--- config.mk ---
export PLATFORM = sky130hd
export DESIGN_NAME = exec_stage_pipe_reg
export DESIGN_NICKNAME = d
export VERILOG_FILES = /design/src/rtl/exec_stage_pipe_reg.sv
export SDC_FILE = /design/constraint.sdc
export NUM_CORES = 1
export LEC_CHECK = 0
export CAP_MARGIN = 25
export CORE_MARGIN = 2
export CORE_UTILIZATION = 25
export DETAILED_ROUTE_END_ITERATION = 10
export PLACE_DENSITY = 0.43
export SLEW_MARGIN = 10
export SYNTH_ARGS = -nofsm -noshare
export SYNTH_HDL_FRONTEND = slang
export SYNTH_SLANG_ARGS = --single-unit
--- constraint.sdc ---
create_clock -name CLK -period 4.8 [get_ports CLK]
set_input_delay 0.96 -clock CLK [delete_from_list [all_inputs] [get_ports CLK]]
set_output_delay 0.96 -clock CLK [all_outputs]
set_load 0.05 [all_outputs]
--- src/rtl/exec_stage_pipe_reg.sv ---
`default_nettype none
// +--------------------------------------------------------------------------+
// | Module   : exec_stage_pipe_reg                                            |
// | Function : execute-to-memory pipeline register with valid/ready,         |
// |            two-entry skid buffer, synchronous flush and stall counter.   |
// | Option   : EXEC_STAGE_NEGEDGE_EN selects falling-edge register updates.  |
// | Revision : 1.0 - initial release                                         |
// +--------------------------------------------------------------------------+
module exec_stage_pipe_reg #(
  parameter int DATA_W = 16,
  parameter int ADDR_W = 8,
  parameter int REG_AW = 4,
  parameter int CNT_W  = 8
) (
  input  logic              CLK,
  input  logic              RST,
  input  logic              flush,
  input  logic              in_valid,
  output logic              in_ready,
  input  logic [DATA_W-1:0] result_in,
  input  logic [ADDR_W-1:0] addr_in,
  input  logic [REG_AW-1:0] c_addr_in,
  input  logic              reg_write_in,
  input  logic              data_read_in,
  input  logic              data_write_in,
  input  logic              reg_addr_in,
  output logic              out_valid,
  input  logic              out_ready,
  output logic [DATA_W-1:0] result,
  output logic [ADDR_W-1:0] addr,
  output logic [REG_AW-1:0] c_addr,
  output logic              reg_write,
  output logic              data_read,
  output logic              data_write,
  output logic              reg_addr,
  output logic [CNT_W-1:0]  stall_cnt
);

  // Payload layout: {result, addr, c_addr, reg_addr, reg_write, data_read, data_write}
  localparam int              c_PAY_W   = DATA_W + ADDR_W + REG_AW + 4;
  localparam logic [CNT_W-1:0] c_CNT_MAX = '1;

  logic [c_PAY_W-1:0] r_head;
  logic [c_PAY_W-1:0] r_skid;
  logic               r_head_valid;
  logic               r_skid_valid;
  logic               r_in_ready;
  logic [CNT_W-1:0]   r_stall_cnt;

  logic [c_PAY_W-1:0] w_in_pay;
  logic [c_PAY_W-1:0] w_head;
  logic [c_PAY_W-1:0] w_skid;
  logic               w_head_valid;
  logic               w_skid_valid;
  logic [CNT_W-1:0]   w_stall_cnt;
  logic               w_accept;
  logic               w_pop;

  assign w_in_pay = {result_in, addr_in, c_addr_in, reg_addr_in,
                     reg_write_in, data_read_in, data_write_in};
  assign w_accept = in_valid && r_in_ready;
  assign w_pop    = r_head_valid && out_ready;

  always_comb begin
    w_head       = r_head;
    w_skid       = r_skid;
    w_head_valid = r_head_valid;
    w_skid_valid = r_skid_valid;
    w_stall_cnt  = r_stall_cnt;

    if (r_head_valid && !out_ready && (r_stall_cnt != c_CNT_MAX))
      w_stall_cnt = r_stall_cnt + CNT_W'(1);

    if (flush) begin
      w_head_valid = 1'b0;
      w_skid_valid = 1'b0;
    end else if (!r_head_valid) begin
      if (w_accept) begin
        w_head       = w_in_pay;
        w_head_valid = 1'b1;
      end
    end else if (!r_skid_valid) begin
      if (w_accept && w_pop) begin
        w_head = w_in_pay;
      end else if (w_accept) begin
        w_skid       = w_in_pay;
        w_skid_valid = 1'b1;
      end else if (w_pop) begin
        w_head_valid = 1'b0;
      end
    end else if (w_pop) begin
      w_head       = r_skid;
      w_skid_valid = 1'b0;
    end

    // Control bits of an empty head are cleared so a bubble never writes.
    if (!w_head_valid)
      w_head[2:0] = 3'b000;
  end

  always_ff @(
`ifdef EXEC_STAGE_NEGEDGE_EN
    negedge CLK
`else
    posedge CLK
`endif
    or posedge RST) begin
    if (RST) begin
      r_head       <= '0;
      r_skid       <= '0;
      r_head_valid <= 1'b0;
      r_skid_valid <= 1'b0;
      r_in_ready   <= 1'b1;
      r_stall_cnt  <= '0;
    end else begin
      r_head       <= w_head;
      r_skid       <= w_skid;
      r_head_valid <= w_head_valid;
      r_skid_valid <= w_skid_valid;
      r_in_ready   <= !w_skid_valid;
      r_stall_cnt  <= w_stall_cnt;
    end
  end

  assign {result, addr, c_addr, reg_addr, reg_write, data_read, data_write} = r_head;
  assign out_valid = r_head_valid;
  assign in_ready  = r_in_ready;
  assign stall_cnt = r_stall_cnt;

endmodule
`default_nettype wire

==> impl_metrics.sql, run 1 <==
INSERT INTO impl_metrics (metric_group, metric, value, unit) VALUES
('detailed_routing', 'route.final.wire_length', '6.995', 'mm'),
('pwr', 'net_switching_share_of_the_total_power', '33.21', '%'),
('floorplan', 'core-area', '0.01314', 'mm²'),
('floorplan', 'floorplan.die_area', '0.01429', 'mm²'),
('global_routing', 'globalRouteTotalUtil', '10.74', '%'),
('worst_setup_path', 'critical_path.startpoint_type', 'register', ''),
('worst_setup_path', 'critical_path.cell_chain', 'clkdlybuf4s50_1', ''),
('placement', 'placed_wire_length_estimate', '4.717', 'mm'),
('synthesis', 'post-synth-top-count-cell', 'mux2_2', ''),
('detailed_routing', 'drc', '0', ''),
('worst_setup_path', 'cp_slowest_stage_delay', '0.88', 'ns'),
('pwr', 'seq_pwr_share', '39.4', '%'),
('pwr', 'cellLeakagePower', '1.886', 'nW'),
('synthesis', 'syn-num-nets', '261', ''),
('placement', 'numPlacedInstances', '472', ''),
('timing', 'maxSlewViolCount', '0', ''),
('synthesis', 'yosys_warnings', '0', ''),
('pwr', 'switching_power', '0.7475', 'mW'),
('clock_network', 'setup_buffers_after_cts', '0', ''),
('clock_network', 'clock_sinks', '75', ''),
('pwr', 'power_report.internal_total', '1.503', 'mW'),
('finish', 'filler_cell_count', '1329', ''),
('synthesis', 'synth_largest_type_area_fraction', '55.47', '%'),
('synthesis', 'synth_area', '0.003338', 'mm²'),
('clock_network', 'cts.reportedPaths.clkPinSlew', '0.06', 'ns'),
('finish', 'sequential_cell_area', '0.001878', 'mm²'),
('detailed_routing', 'detailedRoute.firstPassIterationCount', '4', ''),
('synthesis', 'syn_inst', '223', ''),
('worst_setup_path', 'timing.critical_path.to_type', 'output pin', ''),
('floorplan', 'floorplan.die.width', '119.6', 'µm'),
('run_status', 'outcome', 'finished, final reports clean', ''),
('detailed_routing', 'initialDrtViolationCount', '47', ''),
('worst_setup_path', 'worst-setup-path-type', 'register to output pin', ''),
('floorplan', 'floorplan.die.height', '119.6', 'µm'),
('timing', 'post-route-min-period', '2.674', 'ns'),
('floorplan', 'ioPinCount', '79', ''),
('synthesis', 'ys_async_sr_fraction', '100.0', '%'),
('timing', 'setup_viol_count_final', '0', ''),
('pwr', 'power-per-cell-area', '488.5', 'mW/mm²'),
('worst_setup_path', 'worst-endpoint-arrival', '1.71', 'ns'),
('timing', 'grt_setup_unrepaired', 'false', ''),
('worst_setup_path', 'crit_path_top_delay_cell', 'clkdlybuf4s50_1', ''),
('global_routing', 'number_of_antenna_violations_at_the_first_check_in_global_routing', '0', ''),
('synthesis', 'yosys_most_used_dff', 'dfrtp_1', ''),
('global_routing', 'grt_ovf', '0', ''),
('timing', 'max_freq', '0.3740', 'GHz'),
('worst_setup_path', 'count_of_buffer_and_inverter_cells_on_the_critical_path', '1', ''),
('clock_network', 'ctsHoldBuffers', '0', ''),
('clock_network', 'clock_insertion_delay_worst_skew', '0.33', 'ns'),
('synthesis', 'synth.yosys.seq_area_share', '56.26', '%'),
('finish', 'multi_input_comb_area', '0.001366', 'mm²'),
('timing', 'setup_tns', '0', 'ns'),
('clock_network', 'cts-resized-gates', '0', ''),
('finish', 'layout.nets', '345', ''),
('detailed_routing', 'final_antenna_net_count', '0', ''),
('floorplan', 'start_util', '25.41', '%'),
('pwr', 'power.clock.fraction', '29.9', '%'),
('worst_setup_path', 'worst-endpoint-required', '3.84', 'ns'),
('synthesis', 'yosys-top-cells-count', '97 x mux2_2, 74 x dfrtp_1, 4 x buf_4, 4 x inv_1, 4 x nand2_1', ''),
('finish', 'finish.cell_count_without_fillers', '488', ''),
('timing', 'final-hold-violation-count', '0', ''),
('synthesis', 'synth.top_cells.by_area', 'dfrtp_1 55%, mux2_2 33%, buf_6 1.0%', ''),
('detailed_routing', 'detailroute.via_count', '2040', ''),
('worst_setup_path', 'path_delay_family', 'buffers and inverters', ''),
('global_routing', 'global_route_met1_usage', '14.37', '%'),
('placement', 'port_buffers', '78', ''),
('global_routing', 'grt.busiest_layer', 'met2', ''),
('global_routing', 'vias_in_the_first_global_route', '2173', ''),
('worst_setup_path', 'critPathMaxFanout', '9', ''),
('timing', 'timing.slew.headroom', '38.97', '%'),
('synthesis', 'post-synth-top-area-cell', 'dfrtp_1', '');
==> cells in the final DEF (no fill, tap or decap), types with 3 or more instances in the layout <==
cell type,count
nand2_1,4
inv_1,3
clkinv_2,4
buf_4,4
clkdlybuf4s50_1,78
mux2_2,97
o21ai_0,3
clkbuf_16,9
a22o_1,3
dfrtp_1,74
==> metal layers <==
metal	vias to the layer above	share of wire, %
met2	47	46
met1	1007	48
met5	-	0
met3	8	5.0
met4	0	1.5
li1	978	-
==> power groups by stage <==
stage | Clock, mW | Combinational, mW | Sequential (mW)
after floorplan | 0 | 0.204 | 1.15
after global placement | 0 | 0.691 | 0.896
after detailed placement | 0 | 0.698 | 0.900
after CTS | 0.698 | 0.700 | 0.890
after global routing | 0.726 | 0.732 | 0.916
final | 0.672 | 0.691 | 0.888
==> flip-flops by register name, indices dropped and copies added (netlist names) <==
register      count
r_skid_valid      1
out_valid         1
r_head           32
in_ready          1
stall_cnt         8
r_skid           32
==> through the flow <==
step,instance area (µm²),power (mW),setup slack (ns),util (%),hold slack [ns]
2_1_floorplan,3338,1.352,1.932,-,0.4541
3_3_place_gp,4292,1.587,1.951,32.67,0.4675
3_5_place_dp,4312,1.598,1.951,32.82,0.4750
4_1_cts,4607,2.288,2.102,35.07,0.4883
5_1_grt,4607,2.374,2.054,35.07,0.5036
6_report,4607,2.250,2.126,35.07,0.4875
==> kinds of logic after synthesis <==
family / synth area share, %
multiplexers: 33.06
flip-flops: 56.26
AND/OR/NAND/NOR: 3.898
AO/OA/AOI/OAI: 3.336
buffers and inverters: 2.811
XOR/XNOR: 0.2624
adder cells (fa/ha/maj): 0.3748
==> final timing paths <==
| kind | start | to | slack [ns] | depth (start not counted) |
|---|---|---|---|---|
| max in group asynchronous | RST | in_ready | 3.29 | 3 |
| min in group asynchronous | RST | r_head[18] | 0.93 | 2 |
| max | out_valid | out_valid | 2.13 | 1 |
| max reg2reg | out_valid | r_head[16] | 2.51 | 4 |
| min | r_skid[24] | r_skid[24] | 0.49 | 1 |
| min reg2reg | r_skid[24] | r_skid[24] | 0.49 | 1 |
==> cell type report <==
type                            instances  area share [%]
Sequential cell                        75           40.77
Multi-Input combinational cell        134           29.66
Timing Repair Buffer                   83           18.03
Clock buffer                           11           5.269
Tap cell                              176           4.780
Clock inverter                          5           1.141
Inverter                                4          0.3531
(Power assumes the default switching activity.)
==> run 2, diff against run 1 <==
==> constraint.sdc (replaced) <==
create_clock -name CLK -period 2.75 [get_ports CLK]
set_input_delay 0.55 -clock CLK [delete_from_list [all_inputs] [get_ports CLK]]
set_output_delay 0.55 -clock CLK [all_outputs]
set_load 0.05 [all_outputs]
==> impl_metrics.sql, run 2 (synthesized netlist as in run 1, its figures left out) <==
INSERT INTO impl_metrics (metric_group, metric, value, unit) VALUES
('worst_setup_path', 'critical_register_to_register_path_endpoint', 'r_head[22]', ''),
('clock_network', 'clock_sinks', '75', ''),
('worst_setup_path', 'cp_slowest_stage_delay', '0.88', 'ns'),
('finish', 'fin_area', '0.004626', 'mm²'),
('worst_setup_path', 'ff2ff_path_depth', '4', ''),
('timing', 'final-hold-violation-count', '0', ''),
('floorplan', 'fp-row-count', '42', ''),
('global_routing', 'grt_ovf', '0', ''),
('detailed_routing', 'detailedRoute.firstPassIterationCount', '4', ''),
('worst_setup_path', 'critical_path.cell_chain', 'clkdlybuf4s50_1', ''),
('clock_network', 'clockRootBuffer', 'clkbuf_16', ''),
('floorplan', 'start_util', '25.41', '%'),
('min_path', 'min_from', 'r_skid[24]', ''),
('finish', 'layout.nets', '347', ''),
('pwr', 'power_report.internal_total', '2.629', 'mW'),
('timing', 'post-route-min-period', '2.278', 'ns'),
('detailed_routing', 'final_antenna_net_count', '0', ''),
('worst_setup_path', 'regToRegStartpoint', 'out_valid', ''),
('detailed_routing', 'routedWlPerCell', '14.67', 'µm'),
('run_status', 'outcome', 'finished, final reports clean', ''),
('floorplan', 'floorplan.die.width', '119.6', 'µm'),
('pwr', 'cellLeakagePower', '1.901', 'nW'),
('clock_network', 'clk_path_buf_depth', '2', ''),
('finish', 'synthToLayoutAreaGrowth', '38.57', '%'),
('worst_setup_path', 'worst-endpoint-arrival', '1.73', 'ns'),
('min_path', 'whs_path_depth', '1', ''),
('pwr', 'max-vdd-ir-drop', '0.0002844', 'V'),
('worst_setup_path', 'crit_path_top_delay_cell', 'clkdlybuf4s50_1', ''),
('finish', 'mostFrequentLayoutCells', '97 x mux2_2, 78 x clkdlybuf4s50_1, 74 x dfrtp_1', ''),
('min_path', 'hp-class', 'register to register', ''),
('worst_setup_path', 'timing.critical_path.to_type', 'output pin', ''),
('detailed_routing', 'initialDrtViolationCount', '96', ''),
('global_routing', 'maximum_number_of_pins_on_one_net_before_global_route_repair', '76', ''),
('clock_network', 'cts.reportedPaths.clkPinSlew', '0.06', 'ns'),
('timing', 'max_freq', '0.4390', 'GHz'),
('worst_setup_path', 'critical_path.startpoint_type', 'register', ''),
('worst_setup_path', 'worst-endpoint-required', '2.20', 'ns'),
('placement', 'place_worst_setup_slack', '0.3350', 'ns'),
('timing', 'period_share', '82.84', '%'),
('worst_setup_path', 'critPathMaxFanout', '9', ''),
('floorplan', 'floorplan.die_area', '0.01429', 'mm²'),
('worst_setup_path', 'path_delay_family', 'buffers and inverters', ''),
('floorplan', 'ioPinCount', '79', ''),
('pwr', 'switching_power', '1.284', 'mW'),
('timing', 'grt_setup_unrepaired', 'false', ''),
('clock_network', 'setup_buffers_after_cts', '0', ''),
('placement', 'numPlacedInstances', '474', ''),
('placement', 'gp_congestion', '0.7300', ''),
('pwr', 'power.share.combinational', '30.8', '%'),
('global_routing', 'grt_first_pass_wirelength', '11.96', 'mm'),
('clock_network', 'clock_insertion_delay_worst_skew', '0.33', 'ns'),
('worst_setup_path', 'worst-setup-path-type', 'register to output pin', ''),
('placement', 'place_area', '0.004327', 'mm²'),
('pwr', 'seq_pwr_share', '39.5', '%'),
('placement', 'placed_wire_length_estimate', '4.667', 'mm'),
('detailed_routing', 'detailroute.via_count', '2093', ''),
('timing', 'max_slew.worst_pin.slew', '0.5123', 'ns'),
('finish', 'antenna_cells_inserted', '0', ''),
('pwr', 'power-per-cell-area', '845.9', 'mW/mm²'),
('detailed_routing', 'viasPerCell', '4.280', ''),
('timing', 'setup_ws', '0.4719', 'ns'),
('worst_setup_path', 'timing.reg2reg.setup_slack', '0.91', 'ns'),
('clock_network', 'cts-resized-gates', '0', ''),
('flow_run', 'cap_violations', '0', ''),
('finish', 'finish.cell_count_without_fillers', '489', ''),
('global_routing', 'vias_in_the_first_global_route', '2228', ''),
('global_routing', 'globalRouteTotalUtil', '11.09', '%'),
('detailed_routing', 'route.final.wire_length', '7.173', 'mm'),
('finish', 'drive_above_1_share', '39.94', '%'),
('clock_network', 'clock_tree_from_tritoncts', 'built', ''),
('pwr', 'power.clock.fraction', '29.6', '%'),
('timing', 'fin_worst_skew', '0.006121', 'ns'),
('min_path', 'hold-path-endpoint', 'r_skid[24]', ''),
('clock_network', 'number_of_h_tree_levels', '3', ''),
('placement', 'port_buffers', '78', ''),
('detailed_routing', 'drc', '0', ''),
('pwr', 'post-layout-total-power', '3.913', 'mW'),
('timing', 'setup_viol_count_final', '0', ''),
('global_routing', 'number_of_antenna_violations_at_the_first_check_in_global_routing', '0', ''),
('clock_network', 'cts_buffers', '9', ''),
('worst_setup_path', 'count_of_buffer_and_inverter_cells_on_the_critical_path', '1', ''),
('finish', 'final_common_cell', 'mux2_2', ''),
('timing', 'maxSlewViolCount', '0', ''),
('clock_network', 'ctsHoldBuffers', '0', ''),
('timing', 'setup_tns', '0', 'ns'),
('floorplan', 'floorplan.die.height', '119.6', 'µm'),
('floorplan', 'core-area', '0.01314', 'mm²'),
('pwr', 'net_switching_share_of_the_total_power', '32.82', '%'),
('timing', 'timing.slew.headroom', '65.74', '%');
==> run 2: cell count changes in the layout (fill, tap and decap cells not counted), sizes merged <==
cell / change
clkbuf: +3
buf: +2
clkinv: -2
clkinvlp: -1
bufinv: -1
==> run 2: cell type report <==
cell class              count  area (µm²)
clock inverters             1       5.005
fillers                  1326        8512
repair buffers             85       845.8
multi-input cells         134        1366
clock buffers              14       294.0
well taps                 176       220.2
flip-flops and latches     75        1878
inverters                   4       16.27
==> run 2: layer usage <==
metal / wire [µm] / global-route usage [%] / up-vias
met3: 416 / 5.038 / 11
met4: 126 / 4.191 / 0
met2: 3407 / 17.50 / 52
li1: - / - / 987
met1: 3223 / 13.28 / 1043
met5: 0 / 0 / -
==> run 2: how the worst max path moves through the flow <==
stage	start	endpoint	slack, ns	depth (start not counted)
global route	out_valid	out_valid	0.41	1
detailed placement	out_ready	r_head[4]	0.33	5
finish	out_valid	out_valid	0.47	1
CTS	out_valid	out_valid	0.46	1
floorplan	RST	out_valid	0.29	1
global placement	out_ready	r_head[28]	0.34	5
==> run 2: power by group through the flow <==
stage | clock, mW | combinational (mW) | sequential (mW)
detailed placement | 0 | 1.22 | 1.57
global placement | 0 | 1.21 | 1.57
CTS | 1.22 | 1.22 | 1.55
global route | 1.27 | 1.27 | 1.60
finish | 1.16 | 1.21 | 1.55
floorplan | 0 | 0.357 | 2.00
==> run 2: stage by stage <==
step	util (%)	hold slack [ns]
after floorplan	-	0.4541
after global placement	32.93	0.4682
after detailed placement	32.93	0.4755
after CTS	35.21	0.4892
after global routing	35.21	0.5175
final	35.21	0.4828
